**src/rtl/seg7_scan.sv**
```systemverilog
// Four-digit multiplexed 7-segment driver: scans BCD digits from a display register,
// one slot of DIV clocks per digit, with optional leading-zero blanking.
`timescale 1ns/1ps

module seg7_scan #(
    parameter int DIV = 50000
) (
    input  logic        clk,
    input  logic        reset,
    input  logic        load,
    input  logic [15:0] value,
    input  logic        blank_lz,
    output logic [3:0]  an,
    output logic [6:0]  seg,
    output logic        frame
);

    localparam int            CW   = (DIV > 1) ? $clog2(DIV) : 1;
    localparam logic [CW-1:0] LAST = CW'(DIV - 1);

    localparam logic [6:0] SEG_BLANK = 7'b1111111;
    localparam logic [6:0] SEG_DASH  = 7'b0111111;

    logic [CW-1:0] r_cnt;
    logic [1:0]    r_idx;
    logic [15:0]   r_disp;
    logic [3:0]    r_an;
    logic [6:0]    r_seg;
    logic          r_frame;

    logic          w_tick;
    logic [3:0]    w_nib;
    logic [3:0]    w_nz;
    logic [3:0]    w_upper_nz;
    logic          w_blank;
    logic [6:0]    w_pat;
    logic [3:0]    w_an;

    assign w_tick = (r_cnt == LAST);

    // NOTE: all state registers use non-blocking assignments so every flop samples
    // pre-edge values regardless of block ordering.
    always_ff @(posedge clk) begin
        if (reset) begin
            r_cnt <= '0;
        end else if (w_tick) begin
            r_cnt <= '0;
        end else begin
            r_cnt <= r_cnt + 1'b1;
        end
    end

    always_ff @(posedge clk) begin
        if (reset) begin
            r_idx <= 2'd0;
        end else if (w_tick) begin
            r_idx <= r_idx + 2'd1;
        end
    end

    // Frame marks the edge where the scan index wraps 3 -> 0.
    always_ff @(posedge clk) begin
        if (reset) begin
            r_frame <= 1'b0;
        end else begin
            r_frame <= w_tick && (r_idx == 2'd3);
        end
    end

    always_ff @(posedge clk) begin
        if (reset) begin
            r_disp <= 16'h0000;
        end else if (load) begin
            r_disp <= value;
        end
    end

    // Per-digit nonzero flags, then "this digit or any higher one is nonzero".
    always_comb begin
        w_nz[0] = |r_disp[3:0];
        w_nz[1] = |r_disp[7:4];
        w_nz[2] = |r_disp[11:8];
        w_nz[3] = |r_disp[15:12];
        w_upper_nz[3] = w_nz[3];
        w_upper_nz[2] = w_nz[3] | w_nz[2];
        w_upper_nz[1] = w_nz[3] | w_nz[2] | w_nz[1];
        w_upper_nz[0] = 1'b1;
    end

    // NOTE: every combinational output gets a default first so no path infers a latch.
    always_comb begin
        w_nib = r_disp[3:0];
        case (r_idx)
            2'd1:    w_nib = r_disp[7:4];
            2'd2:    w_nib = r_disp[11:8];
            2'd3:    w_nib = r_disp[15:12];
            default: w_nib = r_disp[3:0];
        endcase
    end

    always_comb begin
        w_pat = SEG_DASH;
        case (w_nib)
            4'd0:    w_pat = 7'b1000000;
            4'd1:    w_pat = 7'b1111001;
            4'd2:    w_pat = 7'b0100100;
            4'd3:    w_pat = 7'b0110000;
            4'd4:    w_pat = 7'b0011001;
            4'd5:    w_pat = 7'b0010010;
            4'd6:    w_pat = 7'b0000010;
            4'd7:    w_pat = 7'b1111000;
            4'd8:    w_pat = 7'b0000000;
            4'd9:    w_pat = 7'b0010000;
            default: w_pat = SEG_DASH;
        endcase
    end

    assign w_blank = blank_lz && !w_upper_nz[r_idx];
    assign w_an    = ~(4'b0001 << r_idx);

    // Anode and segments are registered together from the same index and display
    // value, so a mid-slot load never shows another digit's pattern.
    always_ff @(posedge clk) begin
        if (reset) begin
            r_an  <= 4'b1111;
            r_seg <= SEG_BLANK;
        end else begin
            r_an  <= w_an;
            r_seg <= w_blank ? SEG_BLANK : w_pat;
        end
    end

    assign an    = r_an;
    assign seg   = r_seg;
    assign frame = r_frame;

endmodule

```
**config.mk**
```make
export PLATFORM = sky130hd
export DESIGN_NAME = seg7_scan
export DESIGN_NICKNAME = d
export VERILOG_FILES = /design/src/rtl/seg7_scan.sv
export SDC_FILE = /design/constraint.sdc
export NUM_CORES = 1
export LEC_CHECK = 0
export ABC_AREA = 1
export CAP_MARGIN = 20
export CORE_ASPECT_RATIO = 0.5
export CORE_MARGIN = 2
export CORE_UTILIZATION = 30
export DETAILED_ROUTE_END_ITERATION = 10
export PLACE_DENSITY_LB_ADDON = 0.3
export SKIP_CTS_REPAIR_TIMING = 1
export SLEW_MARGIN = 20
export SYNTH_ARGS = -nofsm -noshare
export SYNTH_HDL_FRONTEND = slang
export SYNTH_SLANG_ARGS = --single-unit
```
**constraint.sdc**
```tcl
create_clock -name clk -period 2.4 [get_ports clk]
set_input_delay 0.48 -clock clk [delete_from_list [all_inputs] [get_ports clk]]
set_output_delay 0.48 -clock clk [all_outputs]
set_load 0.1 [all_outputs]
```
==> impl_metrics.json, run 1 <==
{
  "status": "finished clean",
  "yosys.cell_count.top_type": "nand2_1",
  "portBuffers": 31,
  "syn2layout_area_growth_pct": 24.5,
  "ys_seq_area_share_pct": 41.5,
  "hold_class": "flop to flop",
  "crit_buf_inv": 3,
  "drtPass1Iterations": 4,
  "synth_top_area_cell": "dfxtp_1",
  "first_global_vias": 1911,
  "gp_congestion": 0.873,
  "drc": 0,
  "seq_power_share_pct": 44.6,
  "fin_setup_tns_ns": 0,
  "drtIter0Drc": 85,
  "p_clk_share_pct": 41.5,
  "synth_commonest_cells": "nand2_1 (73), nor2_1 (56), dfxtp_1 (46)",
  "rows": 22,
  "synth_mux_area_share_pct": 0,
  "dieArea_um2": 8150,
  "p_int_w": 0.00137,
  "synthArstFlopShare_pct": 0,
  "syn_inst": 309,
  "clk_pin_slew_ns": 0.06,
  "nets": 373,
  "max_slew.worst_pin.slew_ns": 0.464,
  "ys_types": 29,
  "power.density_nw_per_um2": 665,
  "grt_pass1_wl_um": 8300,
  "synth_top_family_by_area": "simple AND/OR/NAND/NOR gates",
  "synth_compound_area_share_pct": 9.63,
  "drive_gt1_share_pct": 13.9,
  "dp_hpwl_um": 3510,
  "combPwrFrac_pct": 13.9,
  "rsz0062_at_grt": "false",
  "ys.flop_type": "dfxtp_1",
  "p_leak_nw": 1.09,
  "min_period_over_period_pct": 80.2,
  "route.vias.total": 1938,
  "syn-num-nets": 338,
  "slowest_delay_ns": 0.42,
  "power_switching_w": 0.000462,
  "cts-root-buf": "clkbuf_16",
  "drt_wl_total_um": 4600,
  "worstHoldStart": "r_cnt[0]$_SDFF_PP0_",
  "synthAdderAreaFrac_pct": 5.07,
  "ant_nets": 0,
  "crit_chain": "inv_1 -> ha_1 -> inv_2 -> nand2_1 -> o21bai_1 -> ha_1 -> inv_1 -> nand2_1 -> nand2_1 -> nand2_1 -> nand2_1",
  "fin_skew_ns": 0.00295,
  "synth_edf_count": 0,
  "synth_area_leaders": "dfxtp_1 (41%), nand2_1 (12%), nor2_1 (9.5%)",
  "clock_path_buffers": 2,
  "cp_common_cell": "nand2_1",
  "maxCapViolCount": 0,
  "die_y_um": 64.8,
  "slowest_stage": "dfxtp_1",
  "end_kind": "flop",
  "wl_per_cell_um": 10.4,
  "cp-start-kind": "flop",
  "final-hold-violation-count": 0,
  "overflow": 0,
  "fmax_ghz": 0.519,
  "netlist_area_um2": 2220,
  "yosys_warnings": 0,
  "coreArea_um2": 7240,
  "antenna_found_initial": 0,
  "die_w_um": 126,
  "switching_share_pct": 25.2,
  "required_ns": 2.63,
  "fin_crit_ns": 1.93,
  "avgSynthCellArea_um2": 7.19,
  "htreeDepth": 2,
  "crit_start": "r_idx[0]$_SDFFE_PP0N_",
  "clk_latency_ns": 0.28,
  "grt_start_max_net_pins": 20,
  "antenna_cells": 0,
  "numCtsBuffers": 5,
  "start_util_pct": 30.7,
  "synth_seq_cells": 46,
  "critPathArrivalTime_ns": 2.16,
  "num_io_pins": 32,
  "slew_viol_final": 0,
  "synthXorXnorAreaFrac_pct": 1.18,
  "total_power_w": 0.00184,
  "crit_family": "adder cells",
  "setup_viol": 0,
  "ir_drop_uv": 277,
  "grt_usage_pct": 12.4,
  "synth-simple-area-share_pct": 36.0,
  "r2r_start": "r_idx[0]$_SDFFE_PP0N_",
  "cts_tree": "built",
  "worstPathMaxFanout": 9,
  "crit_type": "flop to flop",
  "maxSlewHeadroom_pct": 69.0,
  "viasPerCell": 4.39,
  "synth_top_area_share_pct": 41.5,
  "cts.sinks": 46
}
## kinds of logic (layout without fill, tap and decap cells)
logic type | after synthesis | count (layout)
fa+ha+maj | 9 | 9
flops | 46 | 46
simple gates | 181 | 181
compound gates | 35 | 35
xor+xnor | 3 | 3
buf+inv | 35 | 71
## stage by stage
stage          hold WS (ns)  util [%]  cell area, um^2  setup WS [ns]  std cells
2_1_floorplan         0.427         -             2220          0.710        309
3_3_place_gp          0.442      35.9             2600          0.558        433
3_5_place_dp          0.446      35.9             2600          0.512        433
4_1_cts               0.460      38.2             2760          0.473        441
5_1_grt               0.487      38.2             2760          0.288        441
6_report              0.456      38.2             2760          0.475        441
## layer usage
layer / global-route usage, % / up-vias / share of wire, %
met3: 2.64 / 7 / 3.0
met2: 20.7 / 21 / 43
li1: - / 1054 / -
met1: 15.9 / 856 / 52
met5: 0 / - / 0
met4: 5.00 / 0 / 1.7
## final timing paths
kind / end / slack (ns) / cells past startpoint
worst max register to register: seg[3]$_SDFF_PP1_ / 0.47 / 11
worst min-delay path: r_cnt[0]$_SDFF_PP0_ / 0.46 / 1
worst max-delay path: seg[3]$_SDFF_PP1_ / 0.47 / 11
worst min register to register: r_cnt[0]$_SDFF_PP0_ / 0.46 / 1
## placed cells by master (no fill, tap or decap), types with 5 or more instances in the layout
cell / synthesis / final
nand2_1: 73 / 73
nor2_1: 56 / 56
dfxtp_1: 46 / 46
inv_1: 25 / 25
nand3_1: 21 / 21
clkdlybuf4s50_1: 0 / 19
o21ai_0: 18 / 18
buf_4: 0 / 14
ha_1: 9 / 9
a21oi_1: 8 / 8
nand4_1: 7 / 7
nor2_2: 6 / 6
nor3_1: 6 / 6
inv_2: 5 / 5
a21oi_2: 5 / 5
clkbuf_16: 0 / 5
## state kept, by name, indices dropped and copies added (netlist names)
register,flops
r_disp,16
r_idx,2
r_cnt,16
seg,7
frame,1
an,4
## power by group through the flow
stage / logic [W] / registers [W] / clock network, W
floorplan: 0.0000918 / 0.000927 / 0
global placement: 0.000258 / 0.000837 / 0
detailed placement: 0.000257 / 0.000836 / 0
CTS: 0.000258 / 0.000820 / 0.000785
global route: 0.000280 / 0.000825 / 0.000808
finish: 0.000255 / 0.000820 / 0.000761
## layout make-up
cell class	count	area [um^2]
Clock buffer	7	133
Clock inverter	1	30.0
Fill cell	773	4480
Inverter	30	113
Multi-Input combinational cell	228	1150
Sequential cell	46	921
Tap cell	96	120
Timing Repair Buffer	33	295
Note: power is estimated with default switching activity, not from simulation.
==> inputs of run 2 (changes only) <==
==> constraint.sdc (replaced) <==
create_clock -name clk -period 1.65 [get_ports clk]
set_input_delay 0.33 -clock clk [delete_from_list [all_inputs] [get_ports clk]]
set_output_delay 0.33 -clock clk [all_outputs]
set_load 0.1 [all_outputs]
==> impl_metrics.json, run 2 (synthesized netlist as in run 1, its figures left out) <==
{
  "status": "finished clean",
  "reg2reg_depth": 9,
  "numCtsBuffers": 5,
  "wl_met2_um": 2280,
  "top_layer": "met4",
  "die_y_um": 64.8,
  "crit_type": "flop to flop",
  "clk_pin_slew_ns": 0.06,
  "slowest_stage": "dfxtp_4",
  "nets": 389,
  "first_global_vias": 2029,
  "grt_start_max_net_pins": 19,
  "drtIter0Drc": 123,
  "crit_family": "simple AND/OR/NAND/NOR gates",
  "start_util_pct": 30.7,
  "cp-start-kind": "flop",
  "fin_skew_ns": 0.00346,
  "drive_gt1_share_pct": 25.5,
  "routed-wl-met3_um": 150,
  "fin_crit_ns": 1.60,
  "viasPerCell": 4.52,
  "die_w_um": 126,
  "htreeDepth": 2,
  "rsz0062_at_grt": "true",
  "final_common_cell": "nand2_1",
  "portBuffers": 31,
  "clock_path_buffers": 2,
  "slowest_delay_ns": 0.39,
  "rows": 22,
  "min_period_over_period_pct": 97.0,
  "drt_wl_total_um": 5010,
  "final_cell_area_um2": 3210,
  "wl_per_cell_um": 11.0,
  "ant_nets": 0,
  "fmax_ghz": 0.625,
  "ir_drop_uv": 352,
  "drt-met1-wl_um": 2470,
  "num_io_pins": 32,
  "power.density_nw_per_um2": 834,
  "maxSlewHeadroom_pct": 70.4,
  "antenna_cells": 0,
  "hold_class": "flop to flop",
  "p_leak_nw": 1.24,
  "critPathArrivalTime_ns": 1.78,
  "crit_chain": "inv_6 -> ha_4 -> clkinvlp_4 -> or2_4 -> o21ai_4 -> buf_6 -> nand3_1 -> nand2_1 -> nand3_1",
  "cts.sinks": 46,
  "r2r_start": "r_idx[1]$_SDFFE_PP0N_",
  "dpl.cell_count": 444,
  "worstPathMaxFanout": 5,
  "cts_tree": "built",
  "drtPass1Iterations": 4,
  "clk_latency_ns": 0.29,
  "grt_usage_pct": 13.0,
  "hold_end": "r_cnt[0]$_SDFF_PP0_",
  "end_kind": "flop",
  "pre_cts_ws_ns": -0.110,
  "fillers": 729,
  "worstHoldStart": "r_cnt[0]$_SDFF_PP0_",
  "slew_viol_final": 0,
  "whs_ns": 0.456,
  "whs_path_depth": 1,
  "antenna_found_initial": 0,
  "syn2layout_area_growth_pct": 44.7,
  "overflow": 0,
  "gp_congestion": 0.863,
  "coreArea_um2": 7240,
  "total_power_w": 0.00268,
  "max_slew.worst_pin.slew_ns": 0.443,
  "postPlaceCellArea_um2": 2840,
  "cp_common_cell": "nand3_1",
  "setup_viol": 0,
  "dieArea_um2": 8150,
  "route.vias.total": 2067,
  "crit_buf_inv": 3,
  "dp_hpwl_um": 3500,
  "layout_setup_ws_ns": 0.0497,
  "maxCapViolCount": 0,
  "grt_pass1_wl_um": 8740,
  "r2r_slack_ns": 0.05,
  "cts-root-buf": "clkbuf_16",
  "mostFrequentLayoutCells": "nand2_1 (68), nor2_1 (50), dfxtp_1 (44)",
  "drc": 0,
  "stdcell_count": 457,
  "reg2reg_to": "seg[4]$_SDFF_PP1_",
  "final-hold-violation-count": 0,
  "required_ns": 1.83
}
==> run 2: cell count changes in the layout (fill, tap and decap cells not counted), sizes merged <==
cell      before  now
clkbuf         7    6
clkinv         0    1
buf           14   29
bufinv         1    0
clkinvlp       0    2
==> run 2: final cells by class <==
class                   instances  area [um^2]  area share (%)
clock buffers                   6          139            4.32
well taps                      96          120            3.74
clock inverters                 2         12.5           0.389
multi-input cells             228         1320            40.9
repair inverters                1         7.51           0.234
flip-flops and latches         46          928            28.9
repair buffers                 48          566            17.6
inverters                      30          125            3.89
==> run 2: worst max path at each step <==
stage                                startpoint           endpoint  slack [ns]  depth (start not counted)
final                     r_idx[1]$_SDFFE_PP0N_  seg[4]$_SDFF_PP1_        0.05                          9
after global routing      r_idx[1]$_SDFFE_PP0N_  seg[0]$_SDFF_PP1_       -0.06                         10
after CTS                 r_idx[1]$_SDFFE_PP0N_  seg[3]$_SDFF_PP1_       -0.13                         11
after detailed placement  r_idx[1]$_SDFFE_PP0N_  seg[3]$_SDFF_PP1_       -0.11                         11
after global placement    r_idx[1]$_SDFFE_PP0N_  seg[3]$_SDFF_PP1_       -0.06                         11
after floorplan           r_idx[1]$_SDFFE_PP0N_  seg[3]$_SDFF_PP1_        0.02                         11
==> run 2: metrics by stage <==
| stage | TNS (ns) | utilization (%) |
|---|---|---|
| floorplan | 0 | - |
| global placement | -0.124 | 39.2 |
| detailed placement | -0.321 | 39.2 |
| CTS | -0.424 | 41.3 |
| global route | -0.208 | 44.4 |
| finish | 0 | 44.4 |
==> run 2: power by group <==
| part | switching [W] | internal [W] | total (W) |
|---|---|---|---|
| Sequential | 0.0000409 | 0.00116 | 0.00120 |
| Combinational | 0.000266 | 0.000197 | 0.000463 |
| Clock | 0.000417 | 0.000599 | 0.00102 |
==> run 2: routing by layer <==
layer	vias up	track usage (%)
li1	1090	-
met1	943	16.4
met2	25	21.9
met3	9	2.81
met4	0	5.00
met5	-	0
==> inputs of run 3 (changes only) <==
--- a/config.mk
+++ b/config.mk
@@ -11,6 +11,7 @@
 export CORE_MARGIN = 2
 export CORE_UTILIZATION = 30
 export DETAILED_ROUTE_END_ITERATION = 10
+export GPL_TIMING_DRIVEN = 0
 export PLACE_DENSITY_LB_ADDON = 0.3
 export SKIP_CTS_REPAIR_TIMING = 1
 export SLEW_MARGIN = 20
==> impl_metrics.json, run 3 (synthesized netlist as in run 1, its figures left out) <==
{
  "status": "finished clean",
  "wl_per_cell_um": 10.9,
  "min_period_over_period_pct": 98.4,
  "drt_wl_total_um": 4890,
  "max_slew.worst_pin.slew_ns": 0.548,
  "required_ns": 1.82,
  "end_kind": "flop",
  "stdcell_count": 447,
  "top_layer": "met4",
  "clk_latency_ns": 0.28,
  "slew_viol_final": 0,
  "start_util_pct": 30.7,
  "fin_setup_tns_ns": 0,
  "ant_nets": 0,
  "drt-met1-wl_um": 2460,
  "grt_start_max_net_pins": 14,
  "cp-start-kind": "flop",
  "crit_type": "flop to flop",
  "fmax_ghz": 0.616,
  "fin_util_pct": 41.0,
  "numCtsBuffers": 5,
  "routed-wl-met3_um": 148,
  "dp_hpwl_um": 3470,
  "critPathArrivalTime_ns": 1.79,
  "grt_pass1_wl_um": 7980,
  "drc": 0,
  "coreArea_um2": 7240,
  "route.vias.total": 1994,
  "p_leak_nw": 1.14,
  "antenna_found_initial": 0,
  "viasPerCell": 4.46,
  "final-hold-violation-count": 0,
  "nets": 380,
  "num_io_pins": 32,
  "overflow": 0,
  "drtIter0Drc": 104,
  "maxSlewHeadroom_pct": 63.6,
  "drive_gt1_share_pct": 21.1,
  "syn2layout_area_growth_pct": 33.7,
  "gp_congestion": 0.832,
  "setup_viol": 0,
  "dieArea_um2": 8150,
  "cts_tree": "built",
  "rsz0062_at_grt": "true",
  "portBuffers": 31,
  "maxCapViolCount": 0,
  "ir_drop_uv": 383,
  "fin_skew_ns": 0.00250,
  "first_global_vias": 1807,
  "dpl.cell_count": 436,
  "worstPathMaxFanout": 6,
  "drtPass1Iterations": 4,
  "htreeDepth": 2,
  "clock_path_buffers": 2,
  "cts-root-buf": "clkbuf_16",
  "final_common_cell": "nand2_1",
  "grt_usage_pct": 11.9,
  "hold_class": "flop to flop",
  "clk_pin_slew_ns": 0.06,
  "die_y_um": 64.8,
  "mostFrequentLayoutCells": "nand2_1 (68), nor2_1 (52), dfxtp_1 (44)",
  "power.density_nw_per_um2": 913,
  "die_w_um": 126,
  "rows": 22,
  "cts.sinks": 46,
  "fin_crit_ns": 1.62,
  "wl_met2_um": 2240,
  "antenna_cells": 0
}
-- run 3: per-stage QoR --
| step | total power, W | cell area (um^2) | worst slack (ns) | hold WS (ns) |
|---|---|---|---|---|
| 3_5_place_dp | 0.00160 | 2660 | -0.177 | 0.449 |
| 6_report | 0.00271 | 2970 | 0.0264 | 0.467 |
| 5_1_grt | 0.00283 | 2970 | -0.0844 | 0.480 |
| 2_1_floorplan | 0.00148 | 2230 | 0.0170 | 0.392 |
| 3_3_place_gp | 0.00160 | 2660 | -0.182 | 0.441 |
| 4_1_cts | 0.00275 | 2830 | -0.419 | 0.465 |
-- run 3: area by class of cell --
| class | count | area, um^2 |
|---|---|---|
| clock buffers | 6 | 139 |
| inverters | 30 | 128 |
| flip-flops and latches | 46 | 928 |
| plain buffers | 5 | 35.0 |
| repair buffers | 34 | 273 |
| well taps | 96 | 120 |
| clock inverters | 1 | 30.0 |
| repair inverters | 1 | 7.51 |
| fillers | 756 | 4270 |
| multi-input cells | 228 | 1310 |
-- run 3: final timing paths --
path | to | depth (start not counted) | slack [ns] | startpoint
setup / recovery | seg[3]$_SDFF_PP1_ | 11 | 0.03 | r_idx[0]$_SDFFE_PP0N_
hold / removal | r_cnt[0]$_SDFF_PP0_ | 1 | 0.47 | r_cnt[0]$_SDFF_PP0_
setup reg to reg | seg[3]$_SDFF_PP1_ | 11 | 0.03 | r_idx[0]$_SDFFE_PP0N_
hold reg to reg | r_cnt[0]$_SDFF_PP0_ | 1 | 0.47 | r_cnt[0]$_SDFF_PP0_
-- run 3: where the power goes --
| part | total (W) | internal (W) | switching (W) |
|---|---|---|---|
| clock network | 0.00113 | 0.000747 | 0.000385 |
| logic | 0.000392 | 0.000127 | 0.000265 |
| registers | 0.00119 | 0.00116 | 0.0000293 |
-- run 3: layer usage --
| metal | vias up | GRT usage, % |
|---|---|---|
| met5 | - | 0 |
| met4 | 0 | 3.89 |
| met3 | 4 | 2.73 |
| met2 | 22 | 19.8 |
| met1 | 898 | 15.3 |
| li1 | 1070 | - |
-- run 3: critical path: stages, from the launching register on --
cell	delay (ns)
dfxtp_4	0.43
inv_6	0.06
ha_4	0.18
inv_6	0.08
nor2_2	0.05
o21bai_4	0.20
ha_4	0.28
inv_1	0.03
nand2_1	0.05
nand2_1	0.05
nand2_1	0.06
nand2_1	0.05
==> variant 1: new RTL, config.mk and constraints of run 3 <==
The output `frame` loses its register stage (`r_frame` becomes a continuous assignment).
--- a/src/rtl/seg7_scan.sv
+++ b/src/rtl/seg7_scan.sv
@@ -61,9 +61,3 @@
     // Frame marks the edge where the scan index wraps 3 -> 0.
-    always_ff @(posedge clk) begin
-        if (reset) begin
-            r_frame <= 1'b0;
-        end else begin
-            r_frame <= w_tick && (r_idx == 2'd3);
-        end
-    end
+    assign r_frame = w_tick && (r_idx == 2'd3);
 
Formal check against the unedited RTL: no difference found for any inputs over 10 cycles, from zero or initial values and one cycle with reset high; that may be too few to reach the edited logic, so the function may still have changed.
==> variant 1 against run 3 <==
- the flow now finishes with violations (negative setup slack)
- final area up 2.7%
- setup slack worse by 0.22 ns
- area after synthesis down 0.39%
- global-route usage up 0.29 points
- total power down 3.7%
- wire length up 3.3%
- sequential cell count down 1
==> variant 1: results (changes against run 3) <==
Status - finished with violations (was completed)
Failing checks - negative setup slack
TritonCTS Buffers - 5 (unchanged)
Pin count of the biggest net entering global routing - 14 (unchanged)
Skew final - 0.003785 ns (was 0.002497 ns)
Sequential-to-total area share from yosys stat - 40.72% (was 41.46%)
Setup WS post-layout - -0.1893 ns (was 0.02641 ns)
Worst hold stages - 2 (was 1)
First-pass GRT wire length - 8114 µm (was 7983 µm)
Via count - 2029 (was 1994)
GRT Overall Usage - 12.14% (was 11.85%)
Yosys warning total - 0 (unchanged)
Post-synth top flop - dfxtp_1 (unchanged)
Port Buf Inserts - 31 (unchanged)
Nets - 384 (was 380)
Switching Fraction - 26.76% (was 25.03%)
Layout cells sized above 1 - 26.97% (was 21.08%)
Initial antenna violation count - 0 (unchanged)
Final setup fails - 11 (was 0)
Hold Path Origin - r_cnt[15] (was r_cnt[0])
Global placer's final weighted congestion - 0.8026 (was 0.8317)
Synth top area cells - dfxtp_1 (41%), nand2_1 (12%), nor2_1 (8.8%) (was dfxtp_1 (41%), nand2_1 (12%), nor2_1 (9.5%))
Root Driver - clkbuf_16 (unchanged)
Commonest cells post-synth - nand2_1 (72), nor2_1 (52), dfxtp_1 (45) (was nand2_1 (73), nor2_1 (56), dfxtp_1 (46))
Hold Crit Class - flop to flop (unchanged)
H-tree depth - 2 (unchanged)
Leakage power - 1.211 nW (was 1.135 nW)
RR Startpoint - r_cnt[0] (was r_idx[0])
Worst-Skew Late Latency - 0.29 ns
DP Wirelength - 3537 µm (was 3467 µm)
Crit path DAT - 1.51 ns (was 1.79 ns)
Peak VDD IR - 373.4 µV (was 383.3 µV)
Min-Delay Endpoint - r_cnt[15] (was r_cnt[0])
Max FO, Critical Path - 3 (was 6)
Worst reg2reg setup slack - -0.03 ns (was 0.03 ns)
Vias in the first global route - 1914 (was 1807)
R2R depth - 12 (was 11)
Routed Wire Length - 5050 µm (was 4889 µm)
Setup TNS - -0.3284 ns (was 0 ns)
Syn nets - 333 (was 338)
Worst r2r dst - r_cnt[14] (was seg[3])
Initial detailed-routing violation count - 103 (was 104)
Placed inst area - 0.002674 mm² (was 0.002656 mm²)
First-pass DRT Iterations - 4 (unchanged)
Worst-case clock buffer depth - 2 (unchanged)
Slew HR - 63.95% (was 63.64%)
variant 1: cell count changes in the layout (fill, tap and decap cells not counted), moves of 2 or more:
cell,run 3,this run
nand2_2,6,8
inv_1,23,19
inv_6,3,0
inv_4,0,3
buf_4,3,12
nor3_1,6,8
dfxtp_1,44,40
nor2_1,52,47
dfxtp_2,0,2
nor2_4,5,7
nand2_1,68,66
variant 1: cell type report:
class	instances	area (µm²)
Inverter	27	108.9
Timing Repair inverter	1	7.507
Clock buffer	7	152.6
Buffer	5	35.03
Timing Repair Buffer	43	355.3
Tap cell	96	120.1
Clock inverter	1	5.005
Multi-Input combinational cell	227	1353
Fill cell	708	4188
Sequential cell	45	914.6
variant 1: how the worst max path moves through the flow:
stage              from     to  slack, ns
4_1_cts        r_cnt[0]  frame      -1.19
5_1_grt        r_cnt[0]  frame      -0.27
6_report       r_cnt[0]  frame      -0.19
2_1_floorplan  r_cnt[0]  frame      -0.29
3_5_place_dp   r_cnt[0]  frame      -0.87
3_3_place_gp   r_cnt[0]  frame      -0.86
variant 1: worst max-delay path, cell delays in order, from the launching register on:
cell     delay [ns]
dfxtp_4        0.36
ha_4           0.13
nand2_2        0.04
inv_2          0.07
nand2_4        0.06
nor2_4         0.10
inv_2          0.05
nor3_4         0.20
buf_12         0.20
variant 1: kinds of logic (layout without fill, tap and decap cells):
family                     count (synthesis)  count (layout)  share of synthesized area [%]
adders and majority gates                  9               9                          5.091
xor gates and xnor gates                   3               3                          1.188
buffers and inverters                     32              84                          6.165
and+or+nand+nor                          182             182                          37.44
DFF                                       45              45                          40.72
AOI/OAI and AO/OA                         33              33                          9.389
variant 1: metrics by stage:
step	power, W	setup WS (ns)	utilization [%]	instances	hold slack [ns]
finish	0.002613	-0.1893	42.15	452	0.4713
global route	0.002718	-0.2674	42.15	452	0.5033
CTS	0.002632	-1.190	39.11	439	0.4443
detailed placement	0.001584	-0.8675	36.93	431	0.4342
global placement	0.001580	-0.8604	36.93	431	0.4269
floorplan	0.001465	-0.2924	-	304	0.3917
variant 1: routing by layer:
layer / track usage [%] / share of wire (%) / up-vias
li1: - / - / 1077
met1: 14.94 / 48 / 922
met2: 20.88 / 48 / 24
met3: 2.642 / 2.8 / 6
met4: 5.000 / 1.3 / 0
met5: 0 / 0 / -
variant 1: power by group through the flow:
stage,registers [W],clock network (W),logic (W)
final,0.00117,0.00104,0.000403
after global routing,0.00117,0.00111,0.000439
after CTS,0.00117,0.00107,0.000392
after detailed placement,0.00119,0,0.000390
after global placement,0.00119,0,0.000387
after floorplan,0.00133,0,0.000138
==> variant 2: new RTL, config.mk and constraints of run 3 <==
Made on the original files. The parameter `DIV` goes from 50000 to 200000.
--- a/src/rtl/seg7_scan.sv
+++ b/src/rtl/seg7_scan.sv
@@ -5,3 +5,3 @@
 module seg7_scan #(
-    parameter int DIV = 50000
+    parameter int DIV = 200000
 ) (
Behaviour: same outputs for any inputs over 10 cycles, from zero or initial values and one cycle with reset high; that may be too few to reach the edited logic, so the function may still have changed.
==> variant 2 against run 3 <==
- sequential power is 4% higher
- total power fell by 2.7%
- wire length fell by 0.94%
- final cell count grew 3.1%
- setup slack improved by 0.030 ns
- count of clock-buffer cells in the layout rose by 2
- critical endpoint unchanged
- sequential cell count up 2
- global-route usage grew 0.088 points
- critical path depth unchanged
- final area grew 1.5%
- area after synthesis increased by 5.2%
- combinational power shrank 2%
- non-clock buffer count up 1
==> variant 2: results (changes against run 3) <==
Status - completed (unchanged)
Worst-case clock buffer depth - 2 (unchanged)
Post-synthesis adder-cell area fraction - 4.821% (was 5.070%)
Multiplexer share of the synthesized area - 0% (unchanged)
Peak VDD IR - 378.0 µV (was 383.3 µV)
Commonest cells post-synth - nand2_1 (77), nor2_1 (58), dfxtp_1 (48) (was nand2_1 (73), nor2_1 (56), dfxtp_1 (46))
Via count - 2076 (was 1994)
Pin count of the biggest net entering global routing - 14 (unchanged)
Worst-Skew Late Latency - 0.28 ns (about the same)
Ys async rst share - 0% (unchanged)
TritonCTS Buffers - 5 (unchanged)
Initial detailed-routing violation count - 137 (was 104)
Reg with most FFs - r_cnt
Routed Wire Length - 4843 µm (was 4889 µm)
Post-synthesis xor/xnor area fraction - 2.625% (was 1.183%)
Vias in the first global route - 1881 (was 1807)
Synth Area in Compound Gates - 7.766% (was 9.634%)
Nets - 393 (was 380)
Worst-Margin Slew - 0.5402 ns (was 0.5478 ns)
Initial antenna violation count - 0 (unchanged)
Post-synth top flop - dfxtp_1 (unchanged)
Leakage power - 1.164 nW (was 1.135 nW)
Skew final - 0.004196 ns (was 0.002497 ns)
First-pass GRT wire length - 8197 µm (was 7983 µm)
Placed inst area - 0.002775 mm² (was 0.002656 mm²)
Synth top area cells - dfxtp_1 (41%), nand2_1 (12%), nor2_1 (9.3%) (was dfxtp_1 (41%), nand2_1 (12%), nor2_1 (9.5%))
Syn nets - 350 (was 338)
Global placer's final weighted congestion - 0.8367 (was 0.8317)
Port Buf Inserts - 31 (unchanged)
Layout cells sized above 1 - 20.00% (was 21.08%)
Max FFs per register - 18
Sequential-to-total area share from yosys stat - 41.14% (was 41.46%)
Crit path DAT - 1.77 ns (was 1.79 ns)
Synth cell types - 30 (was 29)
DP Wirelength - 3561 µm (was 3467 µm)
GRT Overall Usage - 11.94% (was 11.85%)
-- variant 2: cell types whose count changed in the layout (fill, tap and decap cells not counted), sizes merged, moves of 2 or more --
cell / change
o21ai: +2
a21oi: -4
inv: -5
nor2: +8
xnor2: +3
nand2: +6
dfxtp: +2
clkbuf: +3
-- variant 2: cell type report --
type,instances,area [µm²]
fill,771,4417
multi-input combinational,242,1350
sequential,48,969.7
timing repair buffer,35,280.3
clock buffer,8,146.4
tap,96,120.1
inverter,26,106.4
buffer,5,35.03
timing repair inverter,1,7.507
-- variant 2: power by group --
group          switching (W)  total [W]  internal (W)
Combinational       0.000255   0.000383      0.000128
Clock               0.000412    0.00102      0.000605
Sequential         0.0000304    0.00124       0.00121
-- variant 2: cells by family (layout without fill, tap and decap cells) --
group	after synthesis	count (layout)
DFF	48	48
xor gates and xnor gates	7	7
adders and majority gates	9	9
AOI/OAI and AO/OA	33	33
and+or+nand+nor	193	193
buffers and inverters	31	75
-- variant 2: critical path, cell delays in order (launching register included) --
cell and delay [ns]:
dfxtp_4 0.40, inv_4 0.06, ha_4 0.17, inv_2 0.09
nor2_1 0.07, o21bai_4 0.20, ha_4 0.27, inv_1 0.03
nand2_1 0.05, nand2_1 0.05, nand2_1 0.05, nand2_1 0.05
-- variant 2: per-layer routing --
| layer | global-route usage (%) | share of wire [%] |
|---|---|---|
| met5 | 0 | 0 |
| met4 | 3.668 | 1.3 |
| met3 | 2.751 | 4.2 |
| met2 | 20.44 | 45 |
| met1 | 15.07 | 50 |
-- variant 2: final timing paths --
kind | start | endpoint | slack [ns] | cells after the start
max | r_idx[0] | seg[3] | 0.06 | 11
min | r_cnt[0] | r_cnt[0] | 0.44 | 1
max reg2reg | r_idx[0] | seg[3] | 0.06 | 11
min reg2reg | r_cnt[0] | r_cnt[0] | 0.44 | 1
-- variant 2: stage by stage --
step	setup TNS (ns)	total power (W)	worst slack (ns)	hold WS, ns	std cells
floorplan	0	0.001533	0.01674	0.4475	321
global route	-0.2224	0.002744	-0.04981	0.4621	461
CTS	-5.638	0.002679	-0.4263	0.4883	456
global placement	-2.059	0.001650	-0.1315	0.4686	448
detailed placement	-2.050	0.001651	-0.1347	0.4737	448
finish	0	0.002639	0.05614	0.4444	461
